==> src/rtl/mem_arb_pkg.sv <==
// Shared types and defaults for the instruction/data memory port arbiter.
package mem_arb_pkg;

    // Which requester owns the response slot in the current cycle.
    typedef enum logic [1:0] {
        OWN_NONE = 2'd0,
        OWN_I    = 2'd1,
        OWN_D    = 2'd2
    } owner_e;

    localparam int DEF_ADDR_W          = 32;
    localparam int DEF_DATA_W          = 32;
    localparam int DEF_MAX_DATA_STREAK = 4;

    // Streak counter width; never narrower than one bit so a disabled rule
    // still yields a legal vector.
    function automatic int streak_w(input int max_streak);
        return (max_streak > 0) ? $clog2(max_streak + 1) : 1;
    endfunction

endpackage

==> src/rtl/mem_arb_fairness.sv <==
// Counts consecutive data grants made while fetch is waiting and raises
// force_fetch once the limit is reached, so fetch cannot starve.
module mem_arb_fairness
    import mem_arb_pkg::*;
#(
    parameter int MAX_DATA_STREAK = DEF_MAX_DATA_STREAK
) (
    input  logic clk,
    input  logic rst,
    input  logic i_fetch_req,
    input  logic i_fetch_gnt,
    input  logic i_data_gnt,
    output logic o_force_fetch
);

    localparam int SW = streak_w(MAX_DATA_STREAK);
    localparam logic [SW-1:0] MAX_V = SW'(MAX_DATA_STREAK);

    logic [SW-1:0] r_streak;

    // Streak: cleared when fetch is served or idle, saturating count of data wins.
    always_ff @(posedge clk) begin
        if (rst) begin
            r_streak <= '0;
        end else if (i_fetch_gnt || !i_fetch_req) begin
            r_streak <= '0;
        end else if (i_data_gnt && (r_streak != MAX_V)) begin
            r_streak <= r_streak + 1'b1;
        end
    end

    // A limit of zero disables the rule entirely (strict data priority).
    assign o_force_fetch = (MAX_DATA_STREAK > 0) && i_fetch_req && (r_streak == MAX_V);

endmodule

==> src/rtl/mem_port_arbiter.sv <==
// Shares one single-ported synchronous RAM between the fetch port and the
// load/store port. At most one grant per cycle, data wins unless fetch has
// waited through MAX_DATA_STREAK data grants. Read data returns one cycle
// after the grant.
//
// Handshake: a requester holds req and payload stable until it sees gnt in
// the same cycle; gnt is combinational. The matching rvalid is high exactly
// one cycle later; req held high after gnt is a fresh request.
module mem_port_arbiter
    import mem_arb_pkg::*;
#(
    parameter int ADDR_W          = DEF_ADDR_W,
    parameter int DATA_W          = DEF_DATA_W,
    parameter int MAX_DATA_STREAK = DEF_MAX_DATA_STREAK
) (
    input  logic                clk,
    input  logic                rst,
    input  logic                i_req,
    input  logic [ADDR_W-1:0]   i_addr,
    output logic                i_gnt,
    output logic                i_rvalid,
    output logic [DATA_W-1:0]   i_rdata,
    input  logic                d_req,
    input  logic                d_we,
    input  logic [DATA_W/8-1:0] d_wmask,
    input  logic [ADDR_W-1:0]   d_addr,
    input  logic [DATA_W-1:0]   d_wdata,
    output logic                d_gnt,
    output logic                d_rvalid,
    output logic [DATA_W-1:0]   d_rdata,
    output logic [ADDR_W-1:0]   mem_addr,
    output logic                mem_we,
    output logic [DATA_W/8-1:0] mem_wmask,
    output logic [DATA_W-1:0]   mem_wdata,
    input  logic [DATA_W-1:0]   mem_rdata,
    output owner_e              o_dbg_owner
);

    logic        w_force_fetch;
    logic        w_i_gnt;
    logic        w_d_gnt;
    owner_e      w_owner_nxt;
    logic        w_i_rvalid;
    logic        w_d_rvalid;

    owner_e      r_owner;
    logic        r_store;
    logic [DATA_W-1:0] r_i_rdata;
    logic [DATA_W-1:0] r_d_rdata;

    mem_arb_fairness #(
        .MAX_DATA_STREAK (MAX_DATA_STREAK)
    ) u_fairness (
        .clk           (clk),
        .rst           (rst),
        .i_fetch_req   (i_req),
        .i_fetch_gnt   (w_i_gnt),
        .i_data_gnt    (w_d_gnt),
        .o_force_fetch (w_force_fetch)
    );

    // Grant selection: data first unless the fairness rule forces a fetch.
    always_comb begin
        w_d_gnt = 1'b0;
        w_i_gnt = 1'b0;
        if (!rst) begin
            if (d_req && !w_force_fetch) begin
                w_d_gnt = 1'b1;
            end else if (i_req) begin
                w_i_gnt = 1'b1;
            end
        end
    end

    // RAM command mux; idle cycles drive a quiet all-zero command.
    always_comb begin
        mem_addr    = '0;
        mem_we      = 1'b0;
        mem_wmask   = '0;
        mem_wdata   = '0;
        w_owner_nxt = OWN_NONE;
        if (w_d_gnt) begin
            mem_addr    = d_addr;
            mem_we      = d_we;
            mem_wmask   = d_we ? d_wmask : '0;
            mem_wdata   = d_wdata;
            w_owner_nxt = OWN_D;
        end else if (w_i_gnt) begin
            mem_addr    = i_addr;
            w_owner_nxt = OWN_I;
        end
    end

    // Response FSM: owner follows the grant; rdata registers capture the RAM
    // word during the response cycle and hold it until the next response.
    always_ff @(posedge clk) begin
        if (rst) begin
            r_owner   <= OWN_NONE;
            r_store   <= 1'b0;
            r_i_rdata <= '0;
            r_d_rdata <= '0;
        end else begin
            r_owner <= w_owner_nxt;
            r_store <= w_d_gnt && d_we;
            if (r_owner == OWN_I) begin
                r_i_rdata <= mem_rdata;
            end
            if ((r_owner == OWN_D) && !r_store) begin
                r_d_rdata <= mem_rdata;
            end
        end
    end

    // A response in flight when reset arrives is suppressed, not reported.
    assign w_i_rvalid = !rst && (r_owner == OWN_I);
    assign w_d_rvalid = !rst && (r_owner == OWN_D);

    assign i_gnt       = w_i_gnt;
    assign d_gnt       = w_d_gnt;
    assign i_rvalid    = w_i_rvalid;
    assign d_rvalid    = w_d_rvalid;
    assign i_rdata     = w_i_rvalid ? mem_rdata : r_i_rdata;
    assign d_rdata     = (w_d_rvalid && !r_store) ? mem_rdata : r_d_rdata;
    assign o_dbg_owner = r_owner;

endmodule
==> config.mk <==
export PLATFORM = sky130hd
export DESIGN_NAME = mem_port_arbiter
export DESIGN_NICKNAME = d
export VERILOG_FILES = /design/src/rtl/mem_arb_pkg.sv /design/src/rtl/mem_arb_fairness.sv /design/src/rtl/mem_port_arbiter.sv
export SDC_FILE = /design/constraint.sdc
export NUM_CORES = 1
export LEC_CHECK = 0
export CAP_MARGIN = 40
export CORE_MARGIN = 2
export CORE_UTILIZATION = 26
export CTS_CLUSTER_DIAMETER = 80
export CTS_CLUSTER_SIZE = 24
export DETAILED_ROUTE_END_ITERATION = 10
export GPL_TIMING_DRIVEN = 0
export SYNTH_ARGS = -nofsm -noshare
export SYNTH_HDL_FRONTEND = slang
export SYNTH_HIERARCHICAL = 1
export SYNTH_SLANG_ARGS = --single-unit
==> constraint.sdc <==
create_clock -name clk -period 2.9 [get_ports clk]
set_clock_uncertainty 0.15 [all_clocks]
set_input_delay 0.58 -clock clk [delete_from_list [all_inputs] [get_ports clk]]
set_output_delay 0.58 -clock clk [all_outputs]
set_load 0.05 [all_outputs]
# Word-level counts from Yosys, hierarchy flattened
# Cells that the tools add are included.
[classes] add_sub_neg=1 n_eq_ne=4 n_mux=15 n_reduce_logical=15
[op_table] op="$mux W32" count=5
[op_table] op="$logic_and A1 B1 Y1" count=8
[op_table] op="$mux W4" count=2
[op_table] op="$mux W1" count=7
[op_table] op="$logic_not A1 Y1" count=4
[op_table] op="$reduce_or A2 Y1" count=2
[op_table] op="$add A3 B1 Y3 const B" count=1
[op_table] op="$eq A3 B3 Y1 const B" count=1
[op_table] op="$ne A3 B3 Y1 const B" count=1
[op_table] op="$eq A2 B1 Y1 const B" count=1
[op_table] op="$eq A2 B2 Y1 const B" count=1
[op_table] op="$mux W2" count=1
[op_table] op="$logic_or A1 B1 Y1" count=1
[word_totals] reg_bits=70 output_inout_bits=139

# Depth between registers and ports, before layout
# Gate-level depths: netlist of the first run.
[depth] word_depth=8 ltp_mapped=9 ltp_nobuf=7

# Cells and area by module
# Netlist of the first run, hierarchy kept.
[by_module_without_submodules] module="mem_port_arbiter" instances=1 cells_each=518 area_each_um2=3837.4 seq_area_each_um2=1341.3
[by_module_without_submodules] module="mem_arb_fairness" instances=1 cells_each=19 area_each_um2=203.9 seq_area_each_um2=60.1

# Worst setup path before layout of the first run
# Ideal clock, no wire load.
[synth_timing] path_type="flip-flop to output port" startpoint="register u_fairness.r_streak[0]" endpoint="output mem_wmask[0]" arrival_time_ps=2985 slack_ps=-815 path_stages_with_launch=8 cell_sequence="dfxtp_1 -> inv_1 -> ha_1 -> and3_1 -> nand2b_1 -> clkbuf_1 -> nor3b_1 -> and2_1"
[synth_between] elab_chain_len=7
[synth_lines] element="start: declaration" line_no="mem_arb_fairness.sv:19" source="logic [SW-1:0] r_streak;"
[synth_lines] element="start signal: assignment" line_no="mem_arb_fairness.sv:28" source="r_streak <= r_streak + 1'b1;"
[synth_lines] element="$eq A3 B3 Y1" line_no="mem_arb_fairness.sv:33" source="assign o_force_fetch = (MAX_DATA_STREAK > 0) && i_fetch_req && (r_streak == MAX_V);"
[synth_lines] element="$logic_and A1 B1 Y1" line_no="mem_arb_fairness.sv:33"
[synth_lines] element="net w_force_fetch" line_no="mem_port_arbiter.sv:39" source="logic w_force_fetch;"
[synth_lines] element="$logic_not A1 Y1" line_no="mem_port_arbiter.sv:67" source="if (d_req && !w_force_fetch) begin"
[synth_lines] element="$logic_and A1 B1 Y1" line_no="mem_port_arbiter.sv:67"
[synth_lines] element="$mux W1" line_no="mem_port_arbiter.sv:67"
[synth_lines] element="$mux W1" line_no="mem_port_arbiter.sv:66" source="if (!rst) begin"
[synth_lines] element="$mux W4" line_no="mem_port_arbiter.sv:82" source="if (w_d_gnt) begin"
[synth_lines] element="end: declaration" line_no="mem_port_arbiter.sv:33" source="output logic [DATA_W/8-1:0] mem_wmask,"
# The timed path passes the listed nets, and every way through them passes these cells.

# Worst setup path in the final report of the first run
[layout_timing] startpoint="input rst" endpoint="output d_rdata[0]"
[layout_between] elab_chain_len=4
[layout_lines] element="start: declaration" line_no="mem_port_arbiter.sv:17" source="input logic rst,"
[layout_lines] element="$logic_not A1 Y1" line_no="mem_port_arbiter.sv:116" source="assign w_d_rvalid = !rst && (r_owner == OWN_D);"
[layout_lines] element="$logic_and A1 B1 Y1" line_no="mem_port_arbiter.sv:116"
[layout_lines] element="$logic_and A1 B1 Y1" line_no="mem_port_arbiter.sv:123" source="assign d_rdata = (w_d_rvalid && !r_store) ? mem_rdata : r_d_rdata;"
[layout_lines] element="$mux W32" line_no="mem_port_arbiter.sv:123"
[layout_lines] element="end: declaration" line_no="mem_port_arbiter.sv:30" source="output logic [DATA_W-1:0] d_rdata,"
# Every way passes these cells.

==> out/results.tsv, run 1 <==
metric	value	unit
WP buf/inv	3	
worst vdd ir	342	uV
top post-synthesis cells by count	nand2_1 (160), a21oi_1 (97), dfxtp_1 (70)	
first drt pass iteration count	5	
area of the die	16600	um2
final instance area	7340	um2
Placed Area	7160	um2
largest area contributor in the netlist	dfxtp_1	
Fin. Hold Viols	0	
sequence of cells on the critical path	clkbuf_4 -> nor3b_4 -> nor2b_1 -> clkbuf_4 -> mux2_2 -> dlygate4sd2_1	
fin. max-slew vios	0	
Top delay family on crit path	buffers and inverters	
pre-CTS setup slack	-1.32	ns
first-pass GRT wire length	24.7	mm
Synth Register Bits	70	
Distinct cells, synth	26	
Cell Area, Synth	4040	um2
Slowest-stage cell, CP	dlygate4sd2_1	
Num CTS Buffers	9	
Post-synth top flop	dfxtp_1	
hold_sp	r_d_rdata[22]	
portion of total power attributed to sequential cells	32.0	%
Synth warnings	6	
CP endpoint kind	output pin	
CTS tree	done	
asr flop ratio synth	0	%
Leakage	3.05	nW
FP Rows	45	
initial drt markers	182	
Sw Pwr	1.04	mW
io pins	276	
Slew Limit Headroom	56.0	%
most used cell, CP	clkbuf_4	
power density cells	433	nW/um2
Sw Share	32.8	%
final worst path period need	2.86	ns
largest net degree at the start of global routing	14	
Fmax	0.350	GHz
IO Port Bufs	275	
Internal Power	2.13	mW
placed wire-length estimate	13.1	mm
top cell type's share of synthesized area	34.7	%
clock root buffer	clkbuf_16	
Worst R2R Start	u_fairness/r_streak[0]	
Syn Area/Cell	7.53	um2
CP Depth	6	
r2r setup slk	0.67	ns
Setup crit start kind	primary input	
Die X	129	um
total grt overflow	0	
worst hold path endpoint	r_d_rdata[22]	
critical path fanouts, max	10	
worst-margin pin slew	0.659	ns
Max clock buf depth	2	
most numerous cell in the Yosys netlist	nand2_1	
Syn Inst Count	537	
vias in the first global route	4747	
status	complete, no violations	
final hold slack	0.299	ns
htree depth	3	
CP Class	in2out	
post-route ant nets	0	
GRT Total Usage	19.2	%
Hold Path Class	reg2reg	
Die Ht	129	um
DRC	0	
total chip power	3.18	mW
WL final	16.7	mm
DR WL/cell	16.4	um
Setup TNS Final	0	ns
CTS sink cnt	70	
Max Cap Viol	0	
Post-synth EDFFs	0	
ranking of synthesized cells by area	dfxtp_1 (35%), nand2_1 (15%), a21oi_1 (12%)	
Finish-stage setup viols	0	
DR vias	4769	
Req. time, crit path	2.17	ns
share of layout cells above drive strength 1	31.6	%
RR Endpoint	u_fairness/r_streak[1]	
Worst R2R Path Depth	9	
sequential fraction of the synthesis area	34.7	%
hold path depth	2	
critical path arrival	2.13	ns
RePlAce Congestion	0.878	
Vias/cell	4.68	
final period utilization	98.5	%
syn_nets	676	
area grow syn2layout	81.7	%
CORE AREA	15200	um2
PnR worst setup slack	0.0432	ns
# nets final	964	
cts hold-fix bufs	0	
initial antenna violation count	1	
Worst-Skew Late Latency	0.33	ns
clock power share	36.6	%
CTS clk-pin slew, worst paths	0.05	ns
Initial Util	26.6	%
combinational share of power	31.4	%
max incr delay on CP	0.43	ns
## layout by cell type (no fill, tap or decap), drive strengths merged
cell	netlist	routed
nand2	160	160
clkdlybuf4s50	0	136
buf	10	106
a21oi	97	97
dfxtp	70	70
mux2	66	66
clkbuf	38	54
and2	36	36
nand3	32	32
clkdlybuf4s15	0	30
dlygate4sd2	0	7
nor3b	6	6
nor2	4	4
nor2b	3	3
nand2b	2	3
inv	2	3
clkinv	0	2
bufinv	0	2
and4bb	2	2
ha	2	2
diode	0	1
or3b	1	1
clkinvlp	0	1
and3	1	1
nor4bb	1	1
nor4b	1	1
a21boi	1	1
nand4b	1	1
and4b	1	1
## power by group through the flow
stage	Sequential, mW	Combinational (mW)	Clock [mW]
2_1_floorplan	1.04	0.569	0
3_5_place_dp	1.04	1.03	0
4_1_cts	1.02	0.999	1.18
5_1_grt	1.02	1.05	1.23
3_3_place_gp	1.03	1.02	0
6_report	1.02	0.999	1.16
## repair_timing
action / 4_1_cts / 5_1_grt
gates cloned: 1 / 0
pin swaps: 2 / 2
gates resized for setup: 701 / 35
setup buffers: 0 / 2
endpoints found under the hold margin: 0 / 0
endpoints found under the setup margin: 138 / 98
## worst reg2reg max path, delay by kind of cell, from the launching register on
kind | cells | cell delay [ns]
simple gates | 4 | 0.79
buf+inv | 3 | 0.39
flops | 1 | 0.33
fa+ha+maj | 1 | 0.20
mux | 1 | 0.25
## sequential cells by signal (all words and copies together) (netlist names)
| name | cells |
|---|---|
| o_dbg_owner | 2 |
| r_d_rdata | 32 |
| r_i_rdata | 32 |
| r_store | 1 |
| u_fairness/r_streak | 3 |
## through the flow
stage | utilization [%] | std cells
after global routing | 48.3 | 1018
final | 48.3 | 1018
after CTS | 48.0 | 1015
after floorplan | - | 537
after global placement | 47.1 | 1000
after detailed placement | 47.1 | 1000
## worst max path at each step
stage	from	end	slack, ns
2_1_floorplan	u_fairness/r_streak[0]	mem_wmask[0]	-0.23
3_3_place_gp	i_req	mem_addr[11]	-1.33
3_5_place_dp	i_req	mem_addr[30]	-1.32
4_1_cts	o_dbg_owner[0]	i_rdata[12]	-0.007
5_1_grt	o_dbg_owner[1]	i_rdata[24]	-0.0007
6_report	rst	d_rdata[0]	0.04
## layer usage
metal | routed length [um] | vias to the layer above | share of wire [%] | GRT usage, %
met5 | 0 | - | 0 | 0
met2 | 8520 | 191 | 51 | 35.0
li1 | - | 2385 | - | -
met1 | 6510 | 2170 | 39 | 21.4
met3 | 1330 | 23 | 8.0 | 5.78
met4 | 337 | 0 | 2.0 | 6.27
## kinds of logic (layout without fill, tap and decap cells)
logic type                 Yosys count  count (layout)  synth area share, %
adders and majority gates            2               2                0.619
DFF                                 70              70                 34.7
other                                0               1                    0
AOI/OAI and AO/OA                   98              98                 12.3
and+or+nand+nor                    251             252                 28.9
muxes                               66              66                 18.4
buffers and inverters               50             341                 5.14
## layout make-up
type	count	area, um2
Timing Repair Buffer	277	2480
Antenna cell	1	2.50
Tap cell	188	235
Multi-Input combinational cell	418	2610
Clock buffer	9	225
Fill cell	1541	7860
Inverter	2	7.51
Clock inverter	6	86.3
Sequential cell	70	1410
Buffer	47	292
Power figures use the tool's default switching activity.
==> inputs of run 2 (changes only) <==
- CORE_ASPECT_RATIO: not set -> 1.75
- clock period: 2.9 -> 3.2 ns (I/O delays scaled with it)
==> run 2 against run 1 <==
  * Sequential share of layout area grew 0.27 points
  * Largest cell class unchanged
  * Clock-buffer cell count is 2 higher
  * Register-to-register slack gained 0.25 ns
  * Wire length increased by 1.6%
  * Utilization fell by 1.2 points
==> out/results.tsv, run 2 (synthesis gave the netlist of run 1 again) <==
metric	value	unit
status	complete, no violations	
clock power share	37.4	%
Die Ht	169	um
Final Instance Count excl. Fillers	1015	
final period utilization	97.0	%
Initial Util	26.4	%
post-route ant nets	0	
Internal Power	1.95	mW
share of layout cells above drive strength 1	23.3	%
sequence of cells on the critical path	buf_2 -> nor3b_4 -> nor2b_1 -> buf_2 -> buf_4 -> mux2_1 -> clkdlybuf4s15_2	
Max Cap Viol	0	
CTS clk-pin slew, worst paths	0.06	ns
pre-CTS setup slack	-1.17	ns
placed wire-length estimate	13.6	mm
# nets final	963	
io pins	276	
hold_sp	r_d_rdata[3]	
total grt overflow	0	
first-pass GRT wire length	25.2	mm
DR vias	4789	
power density cells	400	nW/um2
RePlAce Congestion	0.862	
Sw Share	32.4	%
area of the die	16600	um2
Num CTS Buffers	9	
commonest non-fill, non-tap cells in the layout	nand2_1 (160), clkdlybuf4s50_1 (137), a21oi_1 (95)	
r2r setup slk	0.92	ns
critical path arrival	2.32	ns
vias in the first global route	4746	
Max clock buf depth	2	
Leakage	3.17	nW
area grow syn2layout	78.7	%
initial drt markers	106	
Finish-stage setup viols	0	
DR WL/cell	16.7	um
worst hold path endpoint	r_d_rdata[3]	
cts hold-fix bufs	0	
worst vdd ir	264	uV
PnR worst setup slack	0.0948	ns
FP Rows	60	
Hold Path Class	reg2reg	
final hold slack	0.302	ns
Worst R2R Path Depth	10	
CTS tree	done	
Fmax	0.322	GHz
Sw Pwr	0.935	mW
WL final	17.0	mm
Slowest-stage cell, CP	mux2_1	
most common cell after layout, fill and taps aside	nand2_1	
htree depth	3	
portion of total power attributed to sequential cells	31.9	%
number of diodes	0	
total chip power	2.89	mW
fin. max-slew vios	0	
CP endpoint kind	output pin	
largest net degree at the start of global routing	14	
combinational share of power	30.7	%
worst-margin pin slew	0.689	ns
placed cells	998	
CORE AREA	15300	um2
Die X	98.2	um
CP Class	in2out	
max incr delay on CP	0.34	ns
Slew Limit Headroom	53.9	%
initial antenna violation count	0	
final worst path period need	3.11	ns
Setup crit start kind	primary input	
CTS sink cnt	70	
IO Port Bufs	275	
Req. time, crit path	2.41	ns
RR Endpoint	u_fairness/r_streak[1]	
biggest regs	r_d_rdata (32), r_i_rdata (32), u_fairness/r_streak (3)	
DRC	0	
GRT Total Usage	19.3	%
Vias/cell	4.72	
Worst-Skew Late Latency	0.33	ns
Worst R2R Start	u_fairness/r_streak[0]	
hold path depth	2	
critical path fanouts, max	10	
clock root buffer	clkbuf_16	
first drt pass iteration count	4	
Fin. Hold Viols	0	
most used cell, CP	buf_2	
## run 2: worst max-delay path by stage
stage / from / end / slack [ns] / cells past startpoint
floorplan: i_req / mem_wmask[0] / 0.002 / 5
global placement: i_req / mem_addr[22] / -1.13 / 8
detailed placement: i_req / mem_addr[22] / -1.17 / 8
CTS: i_req / mem_addr[7] / 0.002 / 7
global route: o_dbg_owner[0] / i_rdata[27] / -0.002 / 6
finish: rst / d_rdata[5] / 0.09 / 7
## run 2: power groups by stage
stage                     Combinational, mW  Clock (mW)  Sequential (mW)
final                                 0.888        1.08            0.921
after global routing                  0.936        1.15            0.924
after CTS                             0.887        1.10            0.921
after detailed placement              0.920           0            0.940
after global placement                0.913           0            0.938
after floorplan                       0.501           0            0.939
## run 2: per-layer routing
metal	vias to the layer above	share of wire, %	global-route usage, %
li1	2372	-	-
met1	2208	37	19.7
met2	179	54	37.2
met3	30	6.4	4.46
met4	0	3.0	7.56
met5	-	0	0
## run 2: worst max-delay path, delay by kind of cell
kind / cells / cell delay [ns]
mux: 1 / 0.34
buf+inv: 4 / 0.94
simple gates: 2 / 0.37
## run 2: per-stage QoR
step	cell area (um2)	utilization (%)	TNS, ns
after floorplan	4060	-	0
after global placement	7040	46.0	-110.36
after detailed placement	7040	46.0	-115.68
after CTS	7180	46.9	0
after global routing	7220	47.2	-0.00220
final	7220	47.2	0
## run 2: repair_timing
item	CTS	global route
setup buffers	0	2
pin swaps	1	2
gates resized for setup	544	74
setup endpoints to repair	137	73
## run 2: area by class of cell
type,instances,area (um2)
buffer,47,259
clock buffer,11,243
clock inverter,5,81.3
fill,1580,8090
inverter,2,7.51
multi-input combinational,417,2480
sequential,70,1400
tap,186,233
timing repair buffer,277,2510
